--- src/rtl/conv_seq_pkg.sv ---
// Shared state encoding and default geometry for the convolution sequencer.
package conv_seq_pkg;

    typedef enum logic [1:0] {LOAD, COMPUTE, OUTPUT} conv_state_t;

    localparam int N_DEF = 8;
    localparam int M_DEF = 4;

endpackage

--- src/rtl/load_counter.sv ---
// Purpose: write-address counter and ready generator for one operand load channel.
// Latency: wr_en is combinational from valid & registered ready; count/full report the post-cycle value.
// Backpressure: ready deasserts the cycle after the SIZE-th accept or whenever LOAD is not next.
module load_counter
    import conv_seq_pkg::*;
#(
    parameter int SIZE    = 8,
    parameter int LOGSIZE = 3
) (
    input  logic               clk,
    input  logic               reset,
    input  logic               valid,
    input  logic               load_nxt,
    input  logic               clr,
    output logic [LOGSIZE:0]   count,
    output logic               ready,
    output logic               wr_en,
    output logic               full
);

    localparam logic [LOGSIZE:0] FULL_CNT = (LOGSIZE+1)'(SIZE);

    logic [LOGSIZE:0] count_q, count_d;
    logic             ready_q;

    assign wr_en = valid & ready_q;
    assign ready = ready_q;

    always_comb begin
        count_d = count_q;
        if (clr) begin
            count_d = '0;
        end else if (wr_en) begin
            count_d = count_q + 1'b1;
        end
    end

    // Next-cycle view lets the controller leave LOAD on the cycle of the last accept.
    assign count = count_d;
    assign full  = (count_d == FULL_CNT);

    always_ff @(posedge clk or negedge reset) begin
        if (!reset) begin
            count_q <= '0;
            ready_q <= 1'b0;
        end else begin
            count_q <= count_d;
            ready_q <= load_nxt && (count_d < FULL_CNT);
        end
    end

endmodule

--- src/rtl/conv_sequencer.sv ---
// Purpose: sequences x/f operand loads, MAC windows and y handshakes for the convolution datapath.
// Latency: first y valid M+2 cycles after the last operand accept; windows repeat every M+2 cycles.
// Backpressure: y held valid (accumulator frozen) until m_ready_y; inputs refused outside LOAD.
// CONV_SEQ_FILTER_REUSE_EN: keep the filter loaded after the first vector and reload only x.
module conv_sequencer
    import conv_seq_pkg::*;
#(
    parameter int N    = N_DEF,
    parameter int M    = M_DEF,
    parameter int LOGN = 3,
    parameter int LOGM = 2
) (
    input  logic            clk,
    input  logic            reset,
    input  logic            s_valid_x,
    output logic            s_ready_x,
    input  logic            s_valid_f,
    output logic            s_ready_f,
    output logic            m_valid_y,
    input  logic            m_ready_y,
    output logic [LOGN-1:0] addr_x,
    output logic            wr_en_x,
    output logic [LOGM-1:0] addr_f,
    output logic            wr_en_f,
    output logic            clr_acc,
    output logic            en_acc,
    output logic            conv_done
);

    localparam logic [LOGN:0]   X_FULL    = (LOGN+1)'(N);
    localparam logic [LOGN-1:0] X_LAST    = LOGN'(N-1);
    localparam logic [LOGM:0]   F_FULL    = (LOGM+1)'(M);
    localparam logic [LOGM-1:0] F_LAST    = LOGM'(M-1);
    localparam logic [LOGN:0]   LAST_BASE = (LOGN+1)'(N-M);
    localparam logic [LOGM:0]   K_LAST    = (LOGM+1)'(M);

    conv_state_t     state_q, state_d;
    logic [LOGN:0]   base_q, base_d;
    logic [LOGM:0]   k_q, k_d;
    logic [LOGN:0]   x_cnt, rd_idx;
    logic [LOGM:0]   f_cnt;
    logic            x_full, f_full, cnt_clr, f_clr, load_nxt;
    logic [LOGN-1:0] addr_x_q, addr_x_d;
    logic [LOGM-1:0] addr_f_q, addr_f_d;
    logic            clr_acc_q, en_acc_q, m_valid_q, done_q;

    assign cnt_clr  = (state_q == OUTPUT) && m_ready_y && (base_q == LAST_BASE);
    assign load_nxt = (state_d == LOAD);

`ifdef CONV_SEQ_FILTER_REUSE_EN
    assign f_clr = 1'b0;
`else
    assign f_clr = cnt_clr;
`endif

    load_counter #(.SIZE(N), .LOGSIZE(LOGN)) u_x_cnt (
        .clk      (clk),
        .reset    (reset),
        .valid    (s_valid_x),
        .load_nxt (load_nxt),
        .clr      (cnt_clr),
        .count    (x_cnt),
        .ready    (s_ready_x),
        .wr_en    (wr_en_x),
        .full     (x_full)
    );

    load_counter #(.SIZE(M), .LOGSIZE(LOGM)) u_f_cnt (
        .clk      (clk),
        .reset    (reset),
        .valid    (s_valid_f),
        .load_nxt (load_nxt),
        .clr      (f_clr),
        .count    (f_cnt),
        .ready    (s_ready_f),
        .wr_en    (wr_en_f),
        .full     (f_full)
    );

    always_comb begin
        state_d = state_q;
        base_d  = base_q;
        k_d     = k_q;
        case (state_q)
            LOAD: begin
                if (x_full && f_full) begin
                    state_d = COMPUTE;
                    base_d  = '0;
                    k_d     = '0;
                end
            end
            COMPUTE: begin
                if (k_q == K_LAST) begin
                    state_d = OUTPUT;
                end else begin
                    k_d = k_q + 1'b1;
                end
            end
            OUTPUT: begin
                if (m_ready_y) begin
                    if (base_q == LAST_BASE) begin
                        state_d = LOAD;
                        base_d  = '0;
                    end else begin
                        state_d = COMPUTE;
                        base_d  = base_q + 1'b1;
                        k_d     = '0;
                    end
                end
            end
            default: state_d = LOAD;
        endcase
    end

    // Outputs are registered from the next state so they line up with state_q.
    assign rd_idx = base_d + (LOGN+1)'(k_d);

    always_comb begin
        addr_x_d = addr_x_q;
        addr_f_d = addr_f_q;
        case (state_d)
            LOAD: begin
                addr_x_d = (x_cnt >= X_FULL) ? X_LAST : x_cnt[LOGN-1:0];
                addr_f_d = (f_cnt >= F_FULL) ? F_LAST : f_cnt[LOGM-1:0];
            end
            COMPUTE: begin
                if (k_d != K_LAST) begin
                    addr_x_d = rd_idx[LOGN-1:0];
                    addr_f_d = k_d[LOGM-1:0];
                end
            end
            default: ;
        endcase
    end

    always_ff @(posedge clk or negedge reset) begin
        if (!reset) begin
            state_q   <= LOAD;
            base_q    <= '0;
            k_q       <= '0;
            addr_x_q  <= '0;
            addr_f_q  <= '0;
            clr_acc_q <= 1'b0;
            en_acc_q  <= 1'b0;
            m_valid_q <= 1'b0;
            done_q    <= 1'b0;
        end else begin
            state_q   <= state_d;
            base_q    <= base_d;
            k_q       <= k_d;
            addr_x_q  <= addr_x_d;
            addr_f_q  <= addr_f_d;
            clr_acc_q <= (state_d == COMPUTE) && (k_d == '0);
            en_acc_q  <= (state_d == COMPUTE) && (k_d != '0);
            m_valid_q <= (state_d == OUTPUT);
            done_q    <= cnt_clr;
        end
    end

    assign addr_x    = addr_x_q;
    assign addr_f    = addr_f_q;
    assign clr_acc   = clr_acc_q;
    assign en_acc    = en_acc_q;
    assign m_valid_y = m_valid_q;
    assign conv_done = done_q;

endmodule

--- config.mk ---
export PLATFORM = sky130hd
export DESIGN_NAME = conv_sequencer
export DESIGN_NICKNAME = d
export VERILOG_FILES = /design/src/rtl/conv_seq_pkg.sv /design/src/rtl/load_counter.sv /design/src/rtl/conv_sequencer.sv
export SDC_FILE = /design/constraint.sdc
export NUM_CORES = 1
export LEC_CHECK = 0
export BUFFER_PORTS_ARGS = -buffer_cell sky130_fd_sc_hd__buf_2
export CAP_MARGIN = 20
export CORE_MARGIN = 2
export CORE_UTILIZATION = 61
export DETAILED_ROUTE_END_ITERATION = 6
export HOLD_SLACK_MARGIN = 0.08
export PLACE_DENSITY = 0.83
export SYNTH_ARGS = -nofsm -noshare
export SYNTH_HDL_FRONTEND = slang
export SYNTH_HIERARCHICAL = 1
export SYNTH_SLANG_ARGS = --single-unit
--- constraint.sdc ---
create_clock -name clk -period 7.3 [get_ports clk]
set_input_delay 1.46 -clock clk [delete_from_list [all_inputs] [get_ports clk]]
set_output_delay 1.46 -clock clk [all_outputs]
set_load 0.01 [all_outputs]
==> results of run 1 <==
-- registers in the layout, indices dropped and copies added (netlist names) --
name / flops
u_x_cnt/ready: 1
addr_x: 3
u_f_cnt/ready: 1
clr_acc: 1
base_q: 4
en_acc: 1
k_q: 3
addr_f: 2
u_x_cnt/count_q: 4
conv_done: 1
u_f_cnt/count_q: 3
m_valid_y: 1
state_q: 2
-- synth_stat cells, types with 2 or more instances --
library cell,n
a21oi_1,10
nand2b_1,3
a22o_1,2
mux2_2,2
nand3_1,3
o31ai_1,3
nand4b_1,2
a211oi_1,2
nor3_1,4
inv_1,10
ha_1,7
a21o_1,2
dfrtp_1,27
nand3b_1,4
o21ai_0,6
nor2b_1,4
nor2_1,12
xnor2_1,2
o22ai_1,4
nand2_1,13
nand4_1,2
and3b_1,2
-- layout make-up --
type	count	area (um^2)
Fill cell	192	751
Timing Repair Buffer	17	85.1
Clock inverter	1	7.51
Tap cell	30	37.5
Clock buffer	3	22.5
Multi-Input combinational cell	115	812
Sequential cell	27	676
Inverter	11	41.3
-- layout by cell type, fill, tap and decap left out, drive strengths merged, types with 2 or more instances in the layout --
master	synthesis	layout
clkbuf	1	3
xnor2	2	2
buf	2	17
or3	2	2
nand3b	4	4
o21ai	7	7
a21oi	10	10
nor3	5	5
o22ai	4	4
nand2	14	14
ha	7	7
o31a	2	2
a22o	2	2
inv	11	11
nand3	4	4
and3b	2	2
nor2b	4	4
nand4b	2	2
dfrtp	27	27
nand4	2	2
nand2b	3	3
o21a	2	2
a21o	2	2
nor2	12	12
o31ai	4	4
a211oi	2	2
mux2	2	2
-- per-stage QoR --
stage,util [%],instance area (um^2),power [mW],worst slack [ns],std cells
after global placement,67.9,1650,0.592,1.61,200
after global routing,69.1,1680,0.739,1.50,204
after detailed placement,67.9,1650,0.616,1.53,200
final,69.1,1680,0.681,1.80,204
after floorplan,-,1550,0.518,2.25,156
after CTS,69.1,1680,0.683,1.84,204
-- power breakdown --
| part | switching [mW] | internal [mW] |
|---|---|---|
| Sequential | 0.0528 | 0.207 |
| Clock | 0.0452 | 0.0209 |
| Combinational | 0.201 | 0.154 |
| Total | 0.299 | 0.382 |
-- worst register-to-register path, delay by kind of cell, from the launching register on --
kind	cells	cell delay [ns]
AND/OR/NAND/NOR	8	1.92
AO/OA/AOI/OAI	6	1.32
adder cells (fa/ha/maj)	3	0.64
flip-flops	1	0.42
multiplexers	1	0.31
buffers and inverters	2	0.17
-- cells by family after synthesis --
group | after synthesis | share of synthesized area (%)
AND/OR/NAND/NOR | 59 | 21.6
AO/OA/AOI/OAI | 43 | 20.7
flip-flops | 27 | 43.6
buffers and inverters | 14 | 4.03
adder cells (fa/ha/maj) | 8 | 6.94
XOR/XNOR | 3 | 1.70
multiplexers | 2 | 1.45
-- layer usage --
metal  GRT usage (%)  wire length, um  up-vias
li1                -                -      606
met1            28.8             1390      605
met2            40.6             1620       32
met3            3.83              132        4
met4            7.08               27        0
met5               0                0        -
-- worst min path at each step --
| stage | end | depth (start not counted) |
|---|---|---|
| 2_1_floorplan | base_q[3]$_DFFE_PN0P_ | 1 |
| 3_3_place_gp | addr_f[1]$_DFFE_PN0P_ | 1 |
| 3_5_place_dp | addr_f[1]$_DFFE_PN0P_ | 1 |
| 4_1_cts | addr_f[1]$_DFFE_PN0P_ | 1 |
| 5_1_grt | addr_f[1]$_DFFE_PN0P_ | 1 |
| 6_report | addr_f[1]$_DFFE_PN0P_ | 1 |
==> metrics.md, run 1 <==
| Metric | Value |
|---|---|
| Worst IR Drop VDD | 305 uV |
| Nets | 188 |
| Syn Nets | 169 |
| Slowest CP cell | nor3_1 |
| Initial core utilization | 63.7% |
| Worst R2R End | addr_x[2]$_DFFE_PN0P_ |
| Crit Path Class | input port to flop |
| Seq/Total Area, Yosys | 43.6% |
| Synth area leaders | dfrtp_1 44%, ha_1 5.6%, a21oi_1 3.2% |
| Via count | 1,247 |
| Synthesis-to-finish area growth | 8.47% |
| Skew final | 0.00629 ns |
| Mapped cell area | 1550 um^2 |
| Area of the core region | 2430 um^2 |
| Delay-heaviest family, CP | simple AND/OR/NAND/NOR gates |
| Hold slack final | 0.491 ns |
| Num CTS Buffers | 3 |
| Final hold viol count | 0 |
| Post-route antenna net violation count | 0 |
| CP endpoint kind | flop |
| Layout cells sized above 1 | 19.5% |
| # rows | 18 |
| Die Area | 2960 um^2 |
| Largest net degree at the start of global routing | 28 |
| Peak Freq | 182 MHz |
| Worst-path clk slew | 0.15 ns |
| Fin crit share | 75.3% |
| Worst-path cell chain | buf_2 > and3b_1 > and3_1 > nor2_1 > mux2_2 > a2111oi_2 > nand2_1 > nor3_1 > nor3b_2 > nand2_1 > o21ai_0 > ha_1 > inv_1 > fa_1 > nor2b_1 > a22oi_1 > a311o_1 > a31oi_1 > a22o_1 |
| Routability cong. | 0.863 |
| Max-Cap Viols | 0 |
| Final Max Slew Viols | 0 |
| Async set or reset register ratio after synthesis | 100% |
| Most used cell, CP | nand2_1 |
| Routed wire length | 3170 um |
| 1st-iter DRT viols | 45 |
| Hold wc startpoint | addr_f[1]$_DFFE_PN0P_ |
| Yosys top cell area share | 43.6% |
| Syn Inst Count | 156 |
| Setup violators final | 0 |
| DR vias/cell | 6.11 |
| Chip width | 54.4 um |
| RSZ-0062 raised after global routing | false |
| I/O Pins | 18 |
| Critical R2R Launch | base_q[0]$_DFF_PN0_ |
| Gr usage total | 23.1% |
| CTS Sinks | 27 |
| DRC errors left | 0 |
| Post-synthesis register bit count | 27 |
| DR WL/cell | 15.5 um |
| Cell variety after synth | 52 |
| Initial antenna violation count | 0 |
| Worst skew pair latency | 0.32 ns |
| Crit-path max cell delay | 0.57 ns |
| Worst Max-Slew Pin Slew | 0.731 ns |
| Hold Path Class | flop to flop |
| Max Buffers Root-to-Sink | 2 |
| Min Tclk post-route | 5.50 ns |
| Leakage power | 0.753 nW |
| Total congestion overflow | 0 |
| Diode count | 0 |
| CTS Hold Bufs | 0 |
| R2R depth | 20 |
| Root buffer selected by CTS | clkbuf_4 |
| Buf/Inv on CP | 2 |
| Worst setup SP type | input port |
| WP depth | 19 |
| Vias in the first global route | 1,095 |
| Detailed-placement wirelength estimate | 2430 um |
| PwrDens | 405 nW/um^2 |
| Status | finished, final reports clean |
| Pre-Repair DR Iteration Count | 4 |
| Area leader, netlist | dfrtp_1 |
| Total number of yosys warnings | 6 |
| H-tree levels | 1 |
| Critical Path End | addr_x[2]$_DFFE_PN0P_ |
| Setup bufs post-CTS | 0 |
| Crit path max fanout | 14 |
| Arr. time, crit path | 5.78 ns |
| Die height | 54.4 um |
| Buffers added on ports | 17 |
| CTS tree | built |
| Top_reg_cell synth | dfrtp_1 |
| Reg2Reg Setup Slack | 2.48 ns |
| First-pass GRT wire length | 4780 um |
| Worst rel slew slack | 50.9% |
| CP required | 7.58 ns |
| Setup TNS | 0 ns |
| Post-CTS sizing | 0 |
| Synthesized area per cell | 9.94 um^2 |
| CP Launch Point | m_ready_y |
| Post-synth EDFFs | 0 |
No activity file was read; power rests on OpenSTA's default activity.
==> run 2: changes to the inputs <==
--- a/config.mk
+++ b/config.mk
@@ -8,10 +8,10 @@
 export BUFFER_PORTS_ARGS = -buffer_cell sky130_fd_sc_hd__buf_2
 export CAP_MARGIN = 20
 export CORE_MARGIN = 2
-export CORE_UTILIZATION = 61
+export CORE_UTILIZATION = 57
 export DETAILED_ROUTE_END_ITERATION = 6
 export HOLD_SLACK_MARGIN = 0.08
-export PLACE_DENSITY = 0.83
+export PLACE_DENSITY = 0.78
 export SYNTH_ARGS = -nofsm -noshare
 export SYNTH_HDL_FRONTEND = slang
 export SYNTH_HIERARCHICAL = 1
==> constraint.sdc (replaced) <==
create_clock -name clk -period 5.62 [get_ports clk]
set_input_delay 1.124 -clock clk [delete_from_list [all_inputs] [get_ports clk]]
set_output_delay 1.124 -clock clk [all_outputs]
set_load 0.01 [all_outputs]
==> metrics.md, run 2 (synthesized netlist as in run 1, its figures left out) <==
| Metric | Value |
|---|---|
| Final hold viol count | 0 |
| Arr. time, crit path | 5.07 ns |
| 1st-iter DRT viols | 56 |
| Die Area | 3150 um^2 |
| Final Power | 0.880 mW |
| DR WL/cell | 14.5 um |
| Via count | 1,210 |
| # rows | 18 |
| Hold Path Class | flop to flop |
| Synthesis-to-finish area growth | 8.96% |
| Largest net degree at the start of global routing | 28 |
| Status | finished, final reports clean |
| DR vias/cell | 5.90 |
| Final Max Slew Viols | 0 |
| Layout cells sized above 1 | 20.0% |
| Setup bufs post-CTS | 0 |
| Detailed-placement wirelength estimate | 2290 um |
| Initial core utilization | 61.5% |
| Leakage power | 0.759 nW |
| Max Buffers Root-to-Sink | 2 |
| RSZ-0062 raised after global routing | false |
| Slowest CP cell | and3_1 |
| Min Tclk post-route | 4.79 ns |
| Crit Path Class | input port to flop |
| Routed wire length | 2970 um |
| Vias in the first global route | 1,212 |
| Worst Max-Slew Pin Slew | 0.574 ns |
| Setup violators final | 0 |
| Initial antenna violation count | 0 |
| CTS Sinks | 27 |
| Num CTS Buffers | 3 |
| Gr usage total | 20.7% |
| Post-route antenna net violation count | 0 |
| CTS tree | built |
| CP required | 5.90 ns |
| Crit-path max cell delay | 0.51 ns |
| Routability cong. | 0.843 |
| Top flop regs | base_q x4, u_x_cnt/count_q x4 |
| Setup TNS | 0 ns |
| First-pass GRT wire length | 5210 um |
| Buffers added on ports | 17 |
| DRC errors left | 0 |
| Most common cell after layout, fill and taps aside | dfrtp_1 |
| Peak Freq | 209 MHz |
| Worst setup SP type | input port |
| Fill count | 207 |
| Total congestion overflow | 0 |
| Skew final | 0.00400 ns |
| Commonest non-fill, non-tap cells in the layout | 27 x dfrtp_1, 17 x buf_2, 13 x nand2_1, 12 x nor2_1 |
| Max-Cap Viols | 0 |
| Fin util | 67.0% |
| Worst IR Drop VDD | 302 uV |
| Most used cell, CP | nand2_1 |
| Post-CTS sizing | 0 |
| Worst-path clk slew | 0.14 ns |
| DP Worst Slack | 0.552 ns |
| CTS Hold Bufs | 0 |
| Chip width | 56.2 um |
| Die height | 56.2 um |
| Area of the core region | 2520 um^2 |
| Pre-Repair DR Iteration Count | 4 |
| PwrDens | 521 nW/um^2 |
| Worst-path cell chain | buf_2 > and3b_1 > and3_1 > nor2_1 > mux2_2 > a2111oi_2 > nand2_1 > nor3_1 > nor3b_2 > nand2_1 > o21ai_0 > ha_1 > inv_1 > fa_1 > nor2b_1 > a22oi_1 > a311o_1 > a31oi_1 > a22o_1 |
| CP endpoint kind | flop |
| Crit path max fanout | 14 |
| Nets | 189 |
| I/O Pins | 18 |
| Hold slack final | 0.495 ns |
| Fin crit share | 85.2% |
| Worst rel slew slack | 61.7% |
| Root buffer selected by CTS | clkbuf_4 |
| H-tree levels | 1 |
| Worst skew pair latency | 0.33 ns |
| Setup WS post-layout | 0.834 ns |
| Diode count | 0 |
-- run 2: cell count changes in the layout (fill, tap and decap cells not counted) --
cell,previous run,this run
buf_4,0,1
-- run 2: final cells by class --
| type | instances | area (um^2) | area share, % |
|---|---|---|---|
| Clock inverter | 1 | 7.51 | 0.444 |
| Multi-Input combinational cell | 115 | 812 | 48.1 |
| Tap cell | 30 | 37.5 | 2.22 |
| Timing Repair Buffer | 18 | 92.6 | 5.48 |
| Clock buffer | 3 | 22.5 | 1.33 |
| Inverter | 11 | 41.3 | 2.44 |
| Sequential cell | 27 | 676 | 40.0 |
-- run 2: routing by layer --
metal  global-route usage [%]  vias to the layer above  routed length (um)
met5                        0                        -                   0
met4                     6.46                        0                  33
met3                     2.79                        4                  96
met2                     35.6                       25                1450
met1                     26.8                      578                1390
li1                         -                      603                   -
-- run 2: worst max-delay path: cells and delay by family --
kind | cells | cell delay, ns
AND/OR/NAND/NOR | 8 | 1.69
AO/OA/AOI/OAI | 6 | 1.31
adder cells (fa/ha/maj) | 2 | 0.44
multiplexers | 1 | 0.32
buffers and inverters | 2 | 0.16
-- run 2: metrics by stage --
step | std cells | cell area (um^2)
final | 205 | 1690
after detailed placement | 201 | 1660
after global routing | 205 | 1690
after global placement | 201 | 1660
after floorplan | 156 | 1550
after CTS | 205 | 1690
-- run 2: worst paths after layout --
path                                       startpoint               endpoint  slack [ns]  cells past startpoint
max in group asynchronous                       reset  base_q[3]$_DFFE_PN0P_        4.48                      1
worst max-delay path                        m_ready_y  addr_x[2]$_DFFE_PN0P_        0.83                     19
min in group asynchronous                       reset  addr_x[0]$_DFFE_PN0P_        0.77                      1
worst max register to register    base_q[0]$_DFF_PN0_  addr_x[2]$_DFFE_PN0P_        1.13                     20
worst min register to register  addr_f[1]$_DFFE_PN0P_  addr_f[1]$_DFFE_PN0P_        0.50                      1
worst min-delay path            addr_f[1]$_DFFE_PN0P_  addr_f[1]$_DFFE_PN0P_        0.50                      1
-- run 2: report_power, final --
group | internal (mW) | total [mW] | switching [mW]
combinational | 0.199 | 0.458 | 0.258
clock | 0.0273 | 0.0862 | 0.0589
sequential | 0.269 | 0.336 | 0.0673
==> run 3: changes to the inputs <==
--- a/config.mk
+++ b/config.mk
@@ -5,7 +5,7 @@
 export SDC_FILE = /design/constraint.sdc
 export NUM_CORES = 1
 export LEC_CHECK = 0
-export BUFFER_PORTS_ARGS = -buffer_cell sky130_fd_sc_hd__buf_2
+export BUFFER_PORTS_ARGS = -buffer_cell sky130_fd_sc_hd__buf_4
 export CAP_MARGIN = 20
 export CORE_MARGIN = 2
 export CORE_UTILIZATION = 57
==> metrics.md, run 3 (synthesized netlist as in run 1, its figures left out) <==
| Metric | Value |
|---|---|
| Worst R2R End | addr_x[2]$_DFFE_PN0P_ |
| DR WL/cell | 15.3 um |
| Post-route antenna net violation count | 0 |
| Chip width | 56.2 um |
| Routability cong. | 0.841 |
| R2R depth | 21 |
| Area of the core region | 2520 um^2 |
| I/O Pins | 18 |
| RSZ-0062 raised after global routing | false |
| Gr usage total | 20.8% |
| DP Area | 1700 um^2 |
| H-tree levels | 1 |
| Buffers added on ports | 17 |
| Setup violators final | 0 |
| Skew final | 0.00441 ns |
| Worst rel slew slack | 65.2% |
| Vias in the first global route | 1,183 |
| Hold wc startpoint | addr_x[0]$_DFFE_PN0P_ |
| Synthesis-to-finish area growth | 11.7% |
| Final hold viol count | 0 |
| Peak Freq | 209 MHz |
| Routed wire length | 3140 um |
| DR vias/cell | 6.14 |
| Die height | 56.2 um |
| Fin util | 68.7% |
| Post-CTS sizing | 0 |
| Status | finished, final reports clean |
| Commonest non-fill, non-tap cells in the layout | 27 x dfrtp_1, 18 x buf_4, 13 x nand2_1, 12 x nor2_1 |
| Die Area | 3150 um^2 |
| Largest net degree at the start of global routing | 28 |
| Final Instance Area | 1730 um^2 |
| DRC errors left | 0 |
| Initial core utilization | 61.5% |
| Nets | 189 |
| CTS Hold Bufs | 0 |
| Initial antenna violation count | 0 |
| PwrDens | 522 nW/um^2 |
| Worst Hold End | addr_x[0]$_DFFE_PN0P_ |
| Worst skew pair latency | 0.32 ns |
| Reg2Reg Setup Slack | 1.16 ns |
| Detailed-placement wirelength estimate | 2410 um |
| Layout cells sized above 1 | 20.0% |
| Number of cells on the worst hold path | 2 |
| Critical R2R Launch | base_q[0]$_DFF_PN0_ |
| Worst setup SP type | input port |
| Fin crit share | 85.2% |
| Arr. time, crit path | 5.06 ns |
| Setup TNS | 0 ns |
| Setup bufs post-CTS | 0 |
| Crit path max fanout | 14 |
| Min Tclk post-route | 4.79 ns |
| Final Max Slew Viols | 0 |
| # rows | 18 |
| Pre-Repair DR Iteration Count | 5 |
| Top flop regs | base_q x4, u_x_cnt/count_q x4 |
| Crit Path Class | input port to flop |
| Max Buffers Root-to-Sink | 2 |
| CP Launch Point | m_ready_y |
| Slowest CP cell | nor3b_2 |
| CP required | 5.89 ns |
| First-pass GRT wire length | 5250 um |
| Worst Max-Slew Pin Slew | 0.520 ns |
| Leakage power | 0.770 nW |
| 1st-iter DRT viols | 45 |
| Hold Path Class | flop to flop |
| Total congestion overflow | 0 |
| Via count | 1,258 |
| Worst IR Drop VDD | 359 uV |
| Final Power | 0.904 mW |
| Crit-path max cell delay | 0.45 ns |
| Num CTS Buffers | 3 |
| Most common cell after layout, fill and taps aside | dfrtp_1 |
| Root buffer selected by CTS | clkbuf_4 |
| Max-Cap Viols | 0 |
| CP endpoint kind | flop |
| CTS tree | built |
| Worst-path cell chain | buf_4 > and3b_1 > and3_1 > nor2b_1 > mux2_2 > a2111oi_2 > nand2_1 > nor3_1 > buf_4 > nor3b_2 > nand2_1 > o21ai_0 > ha_1 > inv_1 > fa_1 > a2111o_1 > a311o_1 > a31oi_1 > a22o_1 |
| Diode count | 0 |
| Worst-path clk slew | 0.15 ns |
| CTS Sinks | 27 |
==> run 3: how the worst max path moves through the flow <==
stage / end / cells past startpoint
final: addr_x[2]$_DFFE_PN0P_ / 19
after floorplan: addr_x[2]$_DFFE_PN0P_ / 19
after global routing: addr_x[2]$_DFFE_PN0P_ / 20
after global placement: addr_x[2]$_DFFE_PN0P_ / 19
after CTS: addr_x[2]$_DFFE_PN0P_ / 20
after detailed placement: addr_x[2]$_DFFE_PN0P_ / 20
==> run 3: layout make-up <==
class	count	area (um^2)
multi-input cells	115	812
inverters	11	41.3
clock buffers	3	22.5
well taps	30	37.5
flip-flops and latches	27	676
clock inverters	1	7.51
fillers	198	791
repair buffers	18	135
==> run 3: metrics by stage <==
step	hold WS, ns	std cells	setup WS, ns
global placement	0.461	201	0.662
global route	0.535	205	0.472
CTS	0.509	205	0.864
floorplan	0.468	156	0.903
finish	0.506	205	0.834
detailed placement	0.476	201	0.542
==> run 3: layer usage <==
metal / GRT usage, % / part of all wire (%) / vias up / wire length (um)
li1: - / - / 610 / -
met1: 27.9 / 46 / 613 / 1430
met2: 35.8 / 50 / 33 / 1560
met3: 3.02 / 4.3 / 2 / 134
met4: 4.08 / 0.41 / 0 / 13
met5: 0 / 0 / - / 0
==> run 3: critical path: cells and delay by family <==
kind | cells | cell delay, ns
AO/OA/AOI/OAI | 6 | 1.26
adder cells (fa/ha/maj) | 2 | 0.63
buffers and inverters | 3 | 0.34
multiplexers | 1 | 0.20
AND/OR/NAND/NOR | 7 | 1.48
==> run 3: report_power, final <==
group / switching (mW) / total, mW / leakage (nW) / internal (mW)
registers: 0.0730 / 0.342 / 0.334 / 0.269
logic: 0.261 / 0.476 / 0.422 / 0.215
clock network: 0.0584 / 0.0855 / 0.0139 / 0.0272
total: 0.392 / 0.904 / 0.770 / 0.512
